--- src/rtl/edge_rate_meter_pkg.sv ---
// Shared constants and sizing helper for the edge rate meter and its siblings.
// Default gate window is one second of the 50 MHz board clock.
package edge_rate_meter_pkg;

  localparam int GATE_CYCLES_1S = 50_000_000;
  localparam int COUNT_W_DEF    = 16;

  // Bits needed to hold 0..value-1; a single-state counter still gets one bit.
  function automatic int clog2(input int value);
    int r;
    r = 0;
    for (int v = value - 1; v > 0; v = v >> 1) begin
      r = r + 1;
    end
    return (r < 1) ? 1 : r;
  endfunction

endpackage

--- src/rtl/edge_rate_meter_if.sv ---
// Signal bundle between the edge rate meter and its surroundings.
// slave = the meter (consumes D16_i, drives results); master = the environment.
interface edge_rate_meter_if
  import edge_rate_meter_pkg::*;
#(
  parameter int COUNT_W = COUNT_W_DEF
) ();

  logic               D16_i;
  logic [COUNT_W-1:0] rate_count;
  logic               rate_valid;
  logic               rate_ovf;
  logic               edge_pulse;
  logic               LED_D9, LED_D8, LED_D7, LED_D6;
  logic               LED_D5, LED_D4, LED_D3, LED_D2;

  modport slave (
    input  D16_i,
    output rate_count, rate_valid, rate_ovf, edge_pulse,
    output LED_D9, LED_D8, LED_D7, LED_D6, LED_D5, LED_D4, LED_D3, LED_D2
  );

  modport master (
    output D16_i,
    input  rate_count, rate_valid, rate_ovf, edge_pulse,
    input  LED_D9, LED_D8, LED_D7, LED_D6, LED_D5, LED_D4, LED_D3, LED_D2
  );

endinterface

--- src/rtl/edge_rate_meter_sync_rise_detect.sv ---
// 2-FF synchroniser plus one history flop; rise_o is a glitch-free one-cycle pulse.
// Latency: input captured at clock k shows on rise_o after clock k+1; no backpressure.
module sync_rise_detect (
  input  logic CLK_IN,
  input  logic RST_IN,
  input  logic async_i,
  output logic level_o,
  output logic rise_o
);

  logic r_s1;
  logic r_s2;
  logic r_s3;

  always_ff @(posedge CLK_IN or posedge RST_IN) begin
    if (RST_IN) begin
      r_s1 <= 1'b0;
      r_s2 <= 1'b0;
      r_s3 <= 1'b0;
    end else begin
      r_s1 <= async_i;
      r_s2 <= r_s1;
      r_s3 <= r_s2;
    end
  end

  // r_s1 may be metastable, so only r_s2/r_s3 feed logic.
  assign level_o = r_s2;
  assign rise_o  = r_s2 & ~r_s3;

endmodule

--- src/rtl/edge_rate_meter.sv ---
// Counts rising edges of D16_i per GATE_CYCLES window, latches the count, drives LEDs.
// Latency: edge to rate_count <= GATE_CYCLES+3 clocks; free-running, no backpressure.
module edge_rate_meter
  import edge_rate_meter_pkg::*;
#(
  parameter int GATE_CYCLES = GATE_CYCLES_1S,
  parameter int COUNT_W     = COUNT_W_DEF,
  parameter int LED_LSB     = 8
) (
  input  logic              CLK_IN,
  input  logic              RST_IN,
  edge_rate_meter_if.slave  bus
);

  localparam int               GW        = clog2(GATE_CYCLES);
  localparam logic [GW-1:0]    GATE_LAST = GW'(GATE_CYCLES - 1);
  localparam logic [COUNT_W-1:0] CNT_MAX = '1;

  logic [GW-1:0]      r_gate_cnt;
  logic [COUNT_W-1:0] r_edge_cnt;
  logic               r_ovf_acc;
  logic [COUNT_W-1:0] r_rate_count;
  logic               r_rate_valid;
  logic               r_rate_ovf;

  logic               w_rise;
  logic               w_level_unused;
  logic               w_tc;
  logic               w_at_max;
  logic [7:0]         w_led;

  sync_rise_detect u_sync (
    .CLK_IN  (CLK_IN),
    .RST_IN  (RST_IN),
    .async_i (bus.D16_i),
    .level_o (w_level_unused),
    .rise_o  (w_rise)
  );

  assign w_tc     = (r_gate_cnt == GATE_LAST);
  assign w_at_max = (r_edge_cnt == CNT_MAX);

  always_ff @(posedge CLK_IN or posedge RST_IN) begin
    if (RST_IN) begin
      r_gate_cnt   <= '0;
      r_edge_cnt   <= '0;
      r_ovf_acc    <= 1'b0;
      r_rate_count <= '0;
      r_rate_valid <= 1'b0;
      r_rate_ovf   <= 1'b0;
    end else begin
      r_rate_valid <= w_tc;
      if (w_tc) begin
        // An edge on the terminal cycle closes out with this window.
        r_gate_cnt   <= '0;
        r_rate_count <= (w_rise && !w_at_max) ? r_edge_cnt + 1'b1 : r_edge_cnt;
        r_rate_ovf   <= r_ovf_acc | (w_rise & w_at_max);
        r_edge_cnt   <= '0;
        r_ovf_acc    <= 1'b0;
      end else begin
        r_gate_cnt <= r_gate_cnt + 1'b1;
        if (w_rise) begin
          if (w_at_max) r_ovf_acc  <= 1'b1;
          else          r_edge_cnt <= r_edge_cnt + 1'b1;
        end
      end
    end
  end

  // Zero-extend so narrow counters still map cleanly onto the 8 LEDs.
  assign w_led = 8'({8'd0, r_rate_count} >> LED_LSB);

  assign bus.rate_count = r_rate_count;
  assign bus.rate_valid = r_rate_valid;
  assign bus.rate_ovf   = r_rate_ovf;
  assign bus.edge_pulse = w_rise;
  assign bus.LED_D9     = w_led[7];
  assign bus.LED_D8     = w_led[6];
  assign bus.LED_D7     = w_led[5];
  assign bus.LED_D6     = w_led[4];
  assign bus.LED_D5     = w_led[3];
  assign bus.LED_D4     = w_led[2];
  assign bus.LED_D3     = w_led[1];
  assign bus.LED_D2     = w_led[0];

endmodule

--- src/flat_wrapper.sv ---
// flat-port wrapper written by rule: the top's interface ports become plain ports
module edge_rate_meter_flat import edge_rate_meter_pkg::*;
#(
  parameter int GATE_CYCLES = GATE_CYCLES_1S,
  parameter int COUNT_W     = COUNT_W_DEF,
  parameter int LED_LSB     = 8
)
  (CLK_IN, RST_IN, bus_D16_i, bus_rate_count, bus_rate_valid, bus_rate_ovf, bus_edge_pulse, bus_LED_D9, bus_LED_D8, bus_LED_D7, bus_LED_D6, bus_LED_D5, bus_LED_D4, bus_LED_D3, bus_LED_D2);
  edge_rate_meter_if #(.COUNT_W(COUNT_W)) bus_i ();
  input  logic CLK_IN;
  input  logic RST_IN;
  input wire logic [$bits(bus_i.D16_i)-1:0] bus_D16_i;
  output wire logic [$bits(bus_i.rate_count)-1:0] bus_rate_count;
  output wire logic [$bits(bus_i.rate_valid)-1:0] bus_rate_valid;
  output wire logic [$bits(bus_i.rate_ovf)-1:0] bus_rate_ovf;
  output wire logic [$bits(bus_i.edge_pulse)-1:0] bus_edge_pulse;
  output wire logic [$bits(bus_i.LED_D9)-1:0] bus_LED_D9;
  output wire logic [$bits(bus_i.LED_D8)-1:0] bus_LED_D8;
  output wire logic [$bits(bus_i.LED_D7)-1:0] bus_LED_D7;
  output wire logic [$bits(bus_i.LED_D6)-1:0] bus_LED_D6;
  output wire logic [$bits(bus_i.LED_D5)-1:0] bus_LED_D5;
  output wire logic [$bits(bus_i.LED_D4)-1:0] bus_LED_D4;
  output wire logic [$bits(bus_i.LED_D3)-1:0] bus_LED_D3;
  output wire logic [$bits(bus_i.LED_D2)-1:0] bus_LED_D2;
  assign bus_i.D16_i = bus_D16_i;
  assign bus_rate_count = bus_i.rate_count;
  assign bus_rate_valid = bus_i.rate_valid;
  assign bus_rate_ovf = bus_i.rate_ovf;
  assign bus_edge_pulse = bus_i.edge_pulse;
  assign bus_LED_D9 = bus_i.LED_D9;
  assign bus_LED_D8 = bus_i.LED_D8;
  assign bus_LED_D7 = bus_i.LED_D7;
  assign bus_LED_D6 = bus_i.LED_D6;
  assign bus_LED_D5 = bus_i.LED_D5;
  assign bus_LED_D4 = bus_i.LED_D4;
  assign bus_LED_D3 = bus_i.LED_D3;
  assign bus_LED_D2 = bus_i.LED_D2;
  edge_rate_meter #(.GATE_CYCLES(GATE_CYCLES), .COUNT_W(COUNT_W), .LED_LSB(LED_LSB)) u_core (.CLK_IN(CLK_IN), .RST_IN(RST_IN), .bus(bus_i));
endmodule
--- config.mk ---
export PLATFORM = sky130hd
export DESIGN_NAME = edge_rate_meter_flat
export DESIGN_NICKNAME = d
export VERILOG_FILES = /design/src/rtl/edge_rate_meter_pkg.sv /design/src/rtl/edge_rate_meter_if.sv /design/src/rtl/edge_rate_meter_sync_rise_detect.sv /design/src/rtl/edge_rate_meter.sv /design/src/flat_wrapper.sv
export SDC_FILE = /design/constraint.sdc
export NUM_CORES = 1
export LEC_CHECK = 0
export BUFFER_PORTS_ARGS = -buffer_cell sky130_fd_sc_hd__buf_2
export CORE_ASPECT_RATIO = 1.25
export CORE_MARGIN = 2
export CORE_UTILIZATION = 60
export DETAILED_ROUTE_END_ITERATION = 8
export PLACE_DENSITY = 0.81
export SYNTH_ARGS = -nofsm -noshare
export SYNTH_HDL_FRONTEND = slang
export SYNTH_SLANG_ARGS = --single-unit
export TNS_END_PERCENT = 100
--- constraint.sdc ---
create_clock -name CLK_IN -period 4.2 [get_ports CLK_IN]
set_input_delay 0 -clock CLK_IN [delete_from_list [all_inputs] [get_ports CLK_IN]]
set_output_delay 0 -clock CLK_IN [all_outputs]
set_load 0.01 [all_outputs]
After elaboration in Yosys (flattened, before gate mapping)

Index checks and enable logic that the tools add are counted.

Reduce and logical (&&, ||, !) cells: 6
Bitwise operators: 4
Eq/ne operators: 3
Multiplexer cells: 8
$add $sub $neg: 2

Operator list:

| cell                  | number |
|---|---|
| $mux 16               | 4 |
| $add 26x1->26 const B | 1 |
| $eq 26x26->1 const B  | 1 |
| $mux 26               | 1 |
| $add 16x1->16 const B | 1 |
| $eq 16x16->1 const B  | 1 |
| $reduce_and 2->1      | 2 |
| $reduce_bool 2->1     | 2 |
| $mux 1                | 3 |
| $and 1x1->1           | 2 |
| $ne 2x1->1 const B    | 1 |
| $logic_and 1x1->1     | 1 |
| $logic_not 1->1       | 1 |
| $not 1->1             | 1 |
| $or 1x1->1            | 1 |

Output and inout bits: 27
Register bits after elaboration: 64
Input bits: 3
Word-level logic and storage cells: 32

Logic depth before layout (Yosys ltp)

Gate-level depths: netlist (run 1).

Depth in word-level cells: 4
Depth in mapped cells: 8
Depth with buffers taken out: 6

Modules after synthesis

Synthesis (run 1) repeated with hierarchy kept, for this count alone.

Cell total of the unflattened synthesis: 304
Area, all modules: 3133.0 um^2

By module, submodules not included:

| module           | sequential area each (um^2) | times used | area an instance (um^2) | cells each |
|---|---|---|---|---|
| edge_rate_meter  | 1526.5                      | 1          | 3040.4                  | 299 |
| sync_rise_detect | 75.1                        | 1          | 92.6                    | 5 |

Least setup slack after synthesis (run 1)

Ideal clock, no wire load.

Path kind: reg2reg
Start: register u_core.r_edge_cnt[9]
End: register u_core.r_rate_count[1], in the netlist u_core.bus.rate_count[1]
Arrival time: 1844 ps
Setup slack: 2231 ps
Required time: 4075 ps
Cell stages (with the launch flop): 6
Cells stage by stage: dfrtp_1 nand4_1 or3_1 o21ai_2 mux2_1 mux2_4

Longest elaborated chain between the ends: 4

Ends and longest elaborated chain:

| item                   | line                  | text |
|---|---|---|
| start, declared        | edge_rate_meter.sv:20 | `logic [COUNT_W-1:0] r_edge_cnt;` |
| start signal, assigned | edge_rate_meter.sv:64 | `else r_edge_cnt <= r_edge_cnt + 1'b1;` |
| $eq 16x16->1           | edge_rate_meter.sv:41 | `assign w_at_max = (r_edge_cnt == CNT_MAX);` |
| $logic_not 1->1        | edge_rate_meter.sv:56 | `r_rate_count <= (w_rise && !w_at_max) ? r_edge_cnt + 1'b1 : r_edge_cnt;` |
| $logic_and 1x1->1      | edge_rate_meter.sv:56 |  |
| $mux 16                | edge_rate_meter.sv:56 |  |
| end signal, assigned   | edge_rate_meter.sv:56 |  |
| end, declared          | edge_rate_meter.sv:22 | `logic [COUNT_W-1:0] r_rate_count;` |

Every way passes these cells.
A chain may end at the register's enable or synchronous reset.

Worst setup path in the final report (run 1)

Start: register u_core.r_gate_cnt[0]
End: register u_core.r_gate_cnt[14]

Longest elaborated chain between the ends: 2
Elaborated cells on any way between the ends: 3

Ends and longest elaborated chain:

| item                                                 | line                                         | text |
|---|---|---|
| start, declared                                      | edge_rate_meter.sv:19                        | `logic [GW-1:0] r_gate_cnt;` |
| start signal, assigned                               | edge_rate_meter.sv:61                        | `r_gate_cnt <= r_gate_cnt + 1'b1;` |
| $add 26x1->26 / $eq 26x26->1 (equally long branches) | edge_rate_meter.sv:61, edge_rate_meter.sv:40 |  |
| $mux 26 *                                            | edge_rate_meter.sv:53                        | `if (w_tc) begin` |

Every way passes the cells marked *; elsewhere a longest branch is shown, timed or not.

==> impl_results.md, run 1 <==
* Placed instance area at between 0.003 and 0.004 sq mm
* P_leak at about 1.6 nW
* Post-route ant nets at 0
* Reg clk slew, reported paths at ~0.07 ns
* Total I/O pin count at 30
* Unrepaired setup endpoints after global routing: false
* GP Congestion at between 0.8 and 0.9
* Layout area overhead at 13.67%
* Drt pass-1 iters at 5
* Count of cell types in the netlist at 41
* Critical Path Source Type: register
* Compound-gate portion of the synthesized area at 5.996%
* Critical path class: reg -> reg
* Initial antenna violation count at 0
* Vias per cell at 5.696
* Post-synth ARST share at 100.0%
* Wire per inst at ~15 um
* Vias post-DR at approximately 2200
* Non-Filler Cell Area, Final at 0.003392 sq mm
* Yosys warns at 0
* FF-to-FF setup slack at 1.96 ns
* Hold Path Stages at 2
* Post-synthesis cell area at 0.002984 sq mm
* Synthesized-area fraction occupied by xor and xnor cells at 9.686%
* Switching share of total power at 21.43%
* Switch Pwr at 0.0003274 W
* WL final at ~5.7 mm
* Critical path fanouts, max at 31
* R2R Path End: u_core.r_gate_cnt[14]
* CP required at 4.41 ns
* Synthesized area per cell at between 10 and 15 sq um
* Regs by FF count: u_core.r_gate_cnt: 26 flops, u_core.bus.rate_count: 16 flops, u_core.r_edge_cnt: 16 flops
* Status: complete, no violations
* Core outline area at about 0.0048 sq mm
* Number of global-route vias before repair at ~2200
* Cells after DPL at 363
* Post-synthesis mux area share at ~1.9%
* Pwr Density at 450.5 mW/mm^2
* Diode count at 0
* Clock Skew at 0.006215 ns
* Peak VDD IR at 0.0002621 V
* CTS tree: done
* Post-CTS Setup Bufs at 0
* Area of the die at roughly 0.0056 sq mm
* Share of layout cells above drive strength 1 at 17.76%
* CTS root buffer: clkbuf_8
* Htree depth at 3
* Comb pwr share at 6.6%
* Initial Util at between 60% and 70%
* Post-synthesis sequential area ratio at a little over half
* Number of max-cap violations at 0
* CP arrival at 2.45 ns
* Clock Power Share at 48.9%
* Peak Freq at between 400 and 500 MHz
* Post-DP HPWL at 3.710 mm
* Kind of end point of the critical path: register
* Final slew viol count at 0
* Reg2reg start: u_core.r_gate_cnt[0]
* Pre-CTS WS at 1.994 ns
* Internal cell power at around 0.0012 W
* Pin count of the biggest net entering global routing at 65
* # rows at 28
* DRC at 0
* Maximum clock path buffer count at 2
* Post-layout minimum cycle time at 2.240 ns
* Largest register FFs at 26
* Fin crit share at between 50% and 60%
* Grt ovf at 0
* DR iter-0 viols at 187
* Final Non-Filler Cells at 381
* IO buf count at 29
* Mapped Cells at between 200 and 300
* Worst r2r path cells at 6
* Post-Synth Simple-Gate Area at 22.89%
* Global-route wire length before repair at 9.749 mm
* Slew headroom at a little under 50%
* Largest cells by area after synthesis: dfrtp_1 54%, nor2_1 5.3%, xor2_1 5.3%
* Hold wc startpoint: bus_D16_i
* Primary FF master, synth: dfrtp_1
* Synth top area share at 53.67%
* Yosys top cell by area: dfrtp_1
* Synth Net Count at 294
* Clock sink count at between 60 and 70
* Reg with most FFs: u_core.r_gate_cnt
* Reg power frac at 44.5%
* Worst skew pair latency at 0.34 ns
* Post-route setup slack at approximately 2 ns
* Actual slew at the worst max-slew pin at 0.7642 ns
* Fin. Hold Viols at 0
* Fin Setup TNS at 0 ns
* Die width at 67.08 um
* Number of CTS-inserted buffers at 9
* Final setup vio count at 0
* EDFF count, synth at 0
* PostCTS Resize Cnt at 0
* Nets at 321
* Hold Buf Count CTS at 2
* HP Class: in -> reg
* Final Util at 71.19%
* Synth Register Bits at 64
* Die height at 82.85 um
* Hold EP: u_core.u_sync.r_s1
* GRT Total Usage at a little under a quarter
* Main combinational cell family by area after synthesis: simple AND/OR/NAND/NOR gates
* Adder-cell area share of the yosys netlist at 0.8386%
==> area by class of cell <==
cell class	instances	area (sq um)
Clock buffer	10	127.6
Timing Repair Buffer	33	180.2
Fill cell	346	1373
Multi-Input combinational cell	203	1232
Tap cell	60	75.07
Inverter	5	20.02
Clock inverter	6	155.1
Sequential cell	64	1602
==> power groups by stage <==
stage               sequential [W]  clock [W]  combinational [W]
finish                    0.000680   0.000747           0.000101
global route              0.000683   0.000781           0.000117
CTS                       0.000679   0.000752           0.000103
detailed placement        0.000689          0           0.000101
global placement          0.000688          0          0.0000982
floorplan                 0.000682          0          0.0000820
==> cell families (layout without fill, tap and decap cells) <==
kind of cell               Yosys count  after routing
DFF                                 64             64
buffers and inverters               22             54
adders and majority gates            2              2
and+or+nand+nor                    135            135
xor gates and xnor gates            33             33
muxes                                5              5
AOI/OAI and AO/OA                   28             28
==> worst max path at each step <==
stage	startpoint	endpoint	slack, ns	cells after the start
CTS	u_core.r_gate_cnt[0]	u_core.r_gate_cnt[14]	1.95	6
global route	u_core.r_gate_cnt[0]	u_core.r_gate_cnt[13]	1.80	6
floorplan	u_core.r_edge_cnt[9]	u_core.bus.rate_count[1]	2.23	5
global placement	u_core.r_gate_cnt[0]	u_core.r_gate_cnt[14]	2.03	6
finish	u_core.r_gate_cnt[0]	u_core.r_gate_cnt[14]	1.96	6
detailed placement	u_core.r_gate_cnt[0]	u_core.r_gate_cnt[14]	1.99	6
==> synthesized netlist by cell type, types with 2 or more instances <==
cell and n:
ha_1 2, inv_1 4, mux2i_1 3, nand3_1 12, o21ai_2 4, xor2_1 18
nand2_1 35, and3_1 3, o21ai_1 13, and4_1 5, xnor2_1 15, nor4b_1 2
buf_6 2, or3_1 3, dfrtp_1 64, nor2_1 42, nand4_1 11, and2_1 2
or4_1 2, nor3_1 3, o21ai_0 3, buf_4 13, buf_2 2, nor4_1 9
==> metrics by stage <==
stage / power [W] / hold WS [ns]
floorplan: 0.0007638 / 0.03143
global placement: 0.0007865 / 0.1083
detailed placement: 0.0007901 / 0.1105
CTS: 0.001534 / 0.2924
global route: 0.001580 / 0.3219
finish: 0.001528 / 0.3054
==> cell usage in the layout, fill, tap and decap left out, types with 2 or more instances in the layout <==
cell type      Yosys  layout
nor4_1             9       9
xor2_1            18      18
o21ai_0            3       3
mux2i_1            3       3
or4_1              2       2
clkbuf_8           0       9
nand2_1           35      35
buf_2              2      29
o21ai_1           13      13
clkinv_2           1       2
and2_1             2       2
bufinv_16          0       5
ha_1               2       2
nand4_1           11      11
nor4b_1            2       2
nor2_1            42      42
and3_1             3       3
nand3_1           12      12
o21ai_2            4       4
nor3_1             3       3
inv_1              4       3
or3_1              3       3
dlygate4sd3_1      0       2
and4_1             5       5
xnor2_1           15      15
buf_4             13       2
dfrtp_1           64      64
==> per-layer routing <==
metal	vias to the layer above	global-route usage, %	routed length (um)	share of wire [%]
met5	-	0	0	0
met4	0	11.87	108	1.9
met3	12	3.659	214	3.8
met2	51	37.71	2999	53
met1	1063	28.55	2343	41
li1	1044	-	-	-
==> worst max-delay path, cell delays in order (launching register included) <==
cell	delay (ns)
dfrtp_1	0.41
ha_1	0.30
nand4_4	0.15
or4_1	0.54
buf_4	0.24
clkinv_2	0.35
nor2_1	0.11
Power figures use the tool's default switching activity.
==> run 2, diff against run 1 <==
--- a/config.mk
+++ b/config.mk
@@ -8,9 +8,9 @@
 export BUFFER_PORTS_ARGS = -buffer_cell sky130_fd_sc_hd__buf_2
 export CORE_ASPECT_RATIO = 1.25
 export CORE_MARGIN = 2
-export CORE_UTILIZATION = 60
+export CORE_UTILIZATION = 58
 export DETAILED_ROUTE_END_ITERATION = 8
-export PLACE_DENSITY = 0.81
+export PLACE_DENSITY = 0.79
 export SYNTH_ARGS = -nofsm -noshare
 export SYNTH_HDL_FRONTEND = slang
 export SYNTH_SLANG_ARGS = --single-unit
==> constraint.sdc (replaced) <==
create_clock -name CLK_IN -period 2.1 [get_ports CLK_IN]
set_input_delay 0 -clock CLK_IN [delete_from_list [all_inputs] [get_ports CLK_IN]]
set_output_delay 0 -clock CLK_IN [all_outputs]
set_load 0.01 [all_outputs]
==> impl_results.md, run 2 (synthesis gave the netlist of run 1 again) <==
* Status: complete, no violations
* R2R Path End: u_core.bus.rate_count[1]
* Layout area overhead at 14.47%
* GP Congestion at roughly 0.9
* Total power at 0.002686 W
* Global-route wire length before repair at 9.549 mm
* Drt pass-1 iters at 4
* Total I/O pin count at 30
* Post-CTS Setup Bufs at 0
* Post-DP HPWL at ~3.8 mm
* Actual slew at the worst max-slew pin at roughly 0.6 ns
* Crit path capture: u_core.bus.rate_count[1]
* Diode count at 0
* Area of the die at roughly 0.0057 sq mm
* Clock Skew at between 0.006 and 0.007 ns
* FF-to-FF setup slack at 0.06 ns
* Grt ovf at 0
* Number of max-cap violations at 0
* Pin count of the biggest net entering global routing at 38
* Fin. Hold Viols at 0
* Peak Freq at 490.0 MHz
* Worst r2r path cells at 5
* CP arrival at 2.27 ns
* DR iter-0 viols at between 150 and 200
* Vias post-DR at 2149
* CTS tree: done
* Reg2reg start: u_core.r_edge_cnt[4]
* Pwr Density at 786.4 mW/mm^2
* Slew headroom at between 50% and 60%
* IO buf count at 29
* Worst skew pair latency at 0.34 ns
* CTS root buffer: clkbuf_8
* CP required at 2.33 ns
* Final slew viol count at 0
* Regs by FF count: u_core.r_gate_cnt: 26 flops, u_core.bus.rate_count: 16 flops, u_core.r_edge_cnt: 16 flops
* Critical Path Source Type: register
* HP Class: in -> async
* Number of CTS-inserted buffers at 9
* Largest register FFs at 26
* WHS at 0.2711 ns
* Critical path fanouts, max at 5
* # rows at 29
* GRT Total Usage at around 22%
* Peak VDD IR at 0.0006863 V
* Critical path class: reg -> reg
* Fin crit share at 97.18%
* Initial antenna violation count at 0
* Unrepaired setup endpoints after global routing: true
* Core outline area at 0.005007 sq mm
* Maximum clock path buffer count at 2
* Wire per inst at 14.21 um
* Kind of end point of the critical path: register
* Reg clk slew, reported paths at about 0.070 ns
* Nets at 331
* Commonest cells after routing, fill and taps aside: 64 x dfrtp_1, 42 x nor2_1, 35 x nand2_1, 29 x buf_2, 18 x xor2_1
* Commonest non-fill, non-tap cell in the layout: dfrtp_1
* WL final at 5.583 mm
* DRC at 0
* Post-route ant nets at 0
* Clock sink count at 64
* Die width at between 60 and 70 um
* Reg with most FFs: u_core.r_gate_cnt
* Initial Util at 59.60%
* Die height at 84.20 um
* Number of global-route vias before repair at 2126
* CP Launch Point: u_core.r_edge_cnt[4]
* Final setup vio count at 0
* Post-layout minimum cycle time at 2.041 ns
* Share of layout cells above drive strength 1 at 21.15%
* P_leak at ~1.6 nW
* Vias per cell at 5.468
* Htree depth at 3
==> run 2: cell count changes in the layout (fill, tap and decap cells not counted), moves of 2 or more <==
cell	previous run	this run
clkinvlp_4	0	2
clkbuf_8	9	11
buf_4	2	11
bufinv_16	5	1
==> run 2: worst min path at each step <==
| stage | start | endpoint | slack [ns] | cells past startpoint |
|---|---|---|---|---|
| global route | bus_D16_i | u_core.u_sync.r_s1 | 0.31 | 2 |
| global placement | RST_IN | u_core.u_sync.r_s1 | 0.09 | 2 |
| finish | RST_IN | u_core.bus.rate_count[0] | 0.27 | 3 |
| floorplan | bus_D16_i | u_core.u_sync.r_s1 | 0.03 | 0 |
| CTS | RST_IN | u_core.bus.rate_count[0] | 0.28 | 3 |
| detailed placement | RST_IN | u_core.u_sync.r_s1 | 0.11 | 2 |
==> run 2: through the flow <==
| step | worst slack [ns] | util (%) | instance area [sq um] | std cells | setup TNS (ns) |
|---|---|---|---|---|---|
| 2_1_floorplan | 0.1314 | - | 2984 | 289 | 0 |
| 3_3_place_gp | 0.1544 | 63.49 | 3179 | 375 | 0 |
| 3_5_place_dp | 0.09187 | 63.49 | 3179 | 375 | 0 |
| 4_1_cts | 0.07428 | 68.02 | 3406 | 393 | 0 |
| 5_1_grt | -0.007344 | 68.22 | 3416 | 393 | -0.01411 |
| 6_report | 0.05919 | 68.22 | 3416 | 393 | 0 |
==> run 2: layout make-up <==
cell class | instances | area, sq um
well taps | 62 | 77.57
repair buffers | 43 | 267.8
clock buffers | 11 | 151.4
inverters | 5 | 21.27
fillers | 406 | 1592
flip-flops and latches | 64 | 1602
clock inverters | 5 | 55.05
multi-input cells | 203 | 1241
==> run 2: power by group <==
| part | leakage (nW) | internal (W) | switching [W] |
|---|---|---|---|
| Clock | 0.101 | 0.000608 | 0.000485 |
| Sequential | 0.863 | 0.00129 | 0.0000612 |
| Combinational | 0.623 | 0.000102 | 0.000139 |
==> run 2: critical path, stage by stage (launching register included) <==
cell,delay [ns]
dfrtp_1,0.44
nand4_1,0.22
or3_1,0.45
o21ai_2,0.18
mux2_1,0.36
mux2_4,0.27
==> run 2: timing repair <==
item / CTS / global route
endpoints found under the setup margin: 0 / 31
gates resized for setup: 0 / 3
hold buffers: 2 / 0
hold endpoints to repair: 28 / 0
==> run 2: routing by layer <==
metal / wire (um) / track usage, % / vias up / part of all wire, %
li1: - / - / 1063 / -
met1: 2350 / 27.57 / 1025 / 42
met2: 2916 / 36.72 / 51 / 52
met3: 221 / 5.898 / 10 / 4.0
met4: 94 / 9.273 / 0 / 1.7
met5: 0 / 0 / - / 0
==> run 3, diff against run 2 <==
--- a/config.mk
+++ b/config.mk
@@ -10,7 +10,7 @@
 export CORE_MARGIN = 2
 export CORE_UTILIZATION = 58
 export DETAILED_ROUTE_END_ITERATION = 8
-export PLACE_DENSITY = 0.79
+export PLACE_DENSITY = 0.85
 export SYNTH_ARGS = -nofsm -noshare
 export SYNTH_HDL_FRONTEND = slang
 export SYNTH_SLANG_ARGS = --single-unit
==> impl_results.md, run 3 (synthesis gave the netlist of run 1 again) <==
* Grt ovf at 0
* Pwr Density at 785.4 mW/mm^2
* GP Congestion at 0.9357
* Regs by FF count: u_core.r_gate_cnt: 26 flops, u_core.bus.rate_count: 16 flops, u_core.r_edge_cnt: 16 flops
* Post-layout minimum cycle time at 2.028 ns
* Status: complete, no violations
* Actual slew at the worst max-slew pin at around 0.57 ns
* DRC at 0
* # rows at 29
* Slew headroom at between 60% and 70%
* Fin crit share at 96.57%
* Peak VDD IR at 0.0005188 V
* Max incr delay on CP at 0.40 ns
* Maximum clock path buffer count at 2
* Htree depth at 3
* Drt pass-1 iters at 4
* Comb pwr share at 9.1%
* Post-CTS Setup Bufs at 0
* Critical Path Source Type: register
* Pin count of the biggest net entering global routing at 39
* Final slew viol count at 0
* Peak Freq at a little under 500 MHz
* CTS root buffer: clkbuf_8
* Number of global-route vias before repair at 2180
* Clock Skew at 0.01314 ns
* Final setup vio count at 0
* Critical path fanouts, max at 5
* Reg with most FFs: u_core.r_gate_cnt
* Area of the die at 0.005738 sq mm
* HP Class: in -> async
* Commonest cells after routing, fill and taps aside: 64 x dfrtp_1, 42 x nor2_1, 35 x nand2_1, 29 x buf_2, 18 x xor2_1
* GRT Total Usage at 22.56%
* IO buf count at 29
* Total I/O pin count at 30
* Largest register FFs at 26
* Filler cell count at 387
* R2R Path End: u_core.bus.rate_count[1]
* Vias post-DR at between 2000 and 2500
* Critical path class: reg -> reg
* Switching share of total power at 25.44%
* Number of max-cap violations at 0
* Post-route ant nets at 0
* Reg power frac at around 50%
* CTS tree: done
* Post-route setup slack at 0.07204 ns
* Clock sink count at 64
* CP required at 2.33 ns
* Pre-CTS WS at 0.07115 ns
* Initial Util at 59.60%
* P_leak at ~1.6 nW
* Worst r2r path cells at 6
* Wire per inst at approximately 15 um
* Nets at 331
* Initial antenna violation count at 0
* Commonest non-fill, non-tap cell in the layout: dfrtp_1
* DR iter-0 viols at about 230
* Layout area overhead at 14.67%
* Fin. Hold Viols at 0
* Core outline area at 0.005007 sq mm
* Diode count at 0
* Internal cell power at 0.002004 W
* Share of layout cells above drive strength 1 at about 21%
* Die height at 84.20 um
* Worst skew pair latency at between 0.3 and 0.4 ns
* Cell breakdown of the critical path: ha_2, nand2_1, or3_1, o21ai_2, mux2_1, mux2_4
* FF-to-FF setup slack at about 0.072 ns
* Post-DP HPWL at 3.957 mm
* Reg2reg start: u_core.r_edge_cnt[0]
* WL final at between 5 and 6 mm
* Clock Power Share at 40.6%
* Vias per cell at 5.514
* Fin Setup TNS at 0 ns
* Crit-path slowest cell: dfrtp_1
* Switch Pwr at just under 0.0007 W
* Reg clk slew, reported paths at 0.08 ns
* Number of CTS-inserted buffers at 9
* Global-route wire length before repair at just under 10 mm
* Kind of end point of the critical path: register
* Die width at 68.16 um
* CP arrival at 2.25 ns
-- run 3: cell counts in the layout (fill, tap and decap cells not counted) --
No cell type changed its count.
-- run 3: cell type report --
class	instances	area (sq um)	area share, %
Clock buffer	11	151.4	4.424
Inverter	5	21.27	0.6216
Multi-Input combinational cell	203	1247	36.45
Sequential cell	64	1602	46.80
Clock inverter	5	55.05	1.609
Tap cell	62	77.57	2.267
Timing Repair Buffer	43	267.8	7.825
-- run 3: how the worst max path moves through the flow --
stage,startpoint,endpoint,slack (ns),cells after the start
floorplan,u_core.r_edge_cnt[9],u_core.bus.rate_count[1],0.13,5
global placement,u_core.r_edge_cnt[4],u_core.bus.rate_count[1],0.16,5
detailed placement,u_core.r_edge_cnt[0],u_core.bus.rate_count[1],0.07,6
CTS,u_core.r_edge_cnt[0],u_core.bus.rate_count[1],0.05,6
global route,u_core.r_gate_cnt[7],u_core.bus.rate_count[12],-0.01,6
finish,u_core.r_edge_cnt[0],u_core.bus.rate_count[1],0.07,6
-- run 3: what timing repair did --
| action | CTS | global route |
|---|---|---|
| endpoints found under the setup margin | 0 | 30 |
| hold buffers | 2 | 0 |
| hold endpoints to repair | 27 | 0 |
| resized for setup | 0 | 4 |
-- run 3: critical path: cells and delay by family, from the launching register on --
| kind | cells | cell delay (ns) |
|---|---|---|
| and+or+nand+nor | 2 | 0.48 |
| DFF | 1 | 0.40 |
| muxes | 2 | 0.62 |
| AOI/OAI and AO/OA | 1 | 0.18 |
| adders and majority gates | 1 | 0.24 |
-- run 3: power groups by stage --
stage	clock (W)	combinational, W	sequential, W
3_5_place_dp	0	0.000241	0.00137
5_1_grt	0.00117	0.000280	0.00136
6_report	0.00109	0.000246	0.00135
3_3_place_gp	0	0.000225	0.00137
4_1_cts	0.00111	0.000245	0.00135
2_1_floorplan	0	0.000164	0.00136
-- run 3: per-layer routing --
metal	part of all wire, %	global-route usage, %	wire length, um
met3	4.4	6.434	251
met5	0	0	0
met4	1.3	7.455	73
met2	53	38.39	3040
met1	41	26.86	2364
-- run 3: through the flow --
| step | cell area [sq um] | std cells | power [W] | hold WS, ns | util, % |
|---|---|---|---|---|---|
| after floorplan | 2984 | 289 | 0.001528 | 0.03143 | - |
| after global placement | 3179 | 375 | 0.001591 | 0.09203 | 63.49 |
| after detailed placement | 3179 | 375 | 0.001611 | 0.08860 | 63.49 |
| after CTS | 3406 | 393 | 0.002707 | 0.2631 | 68.02 |
| after global routing | 3422 | 393 | 0.002802 | 0.3008 | 68.34 |
| final | 3422 | 393 | 0.002688 | 0.2675 | 68.34 |
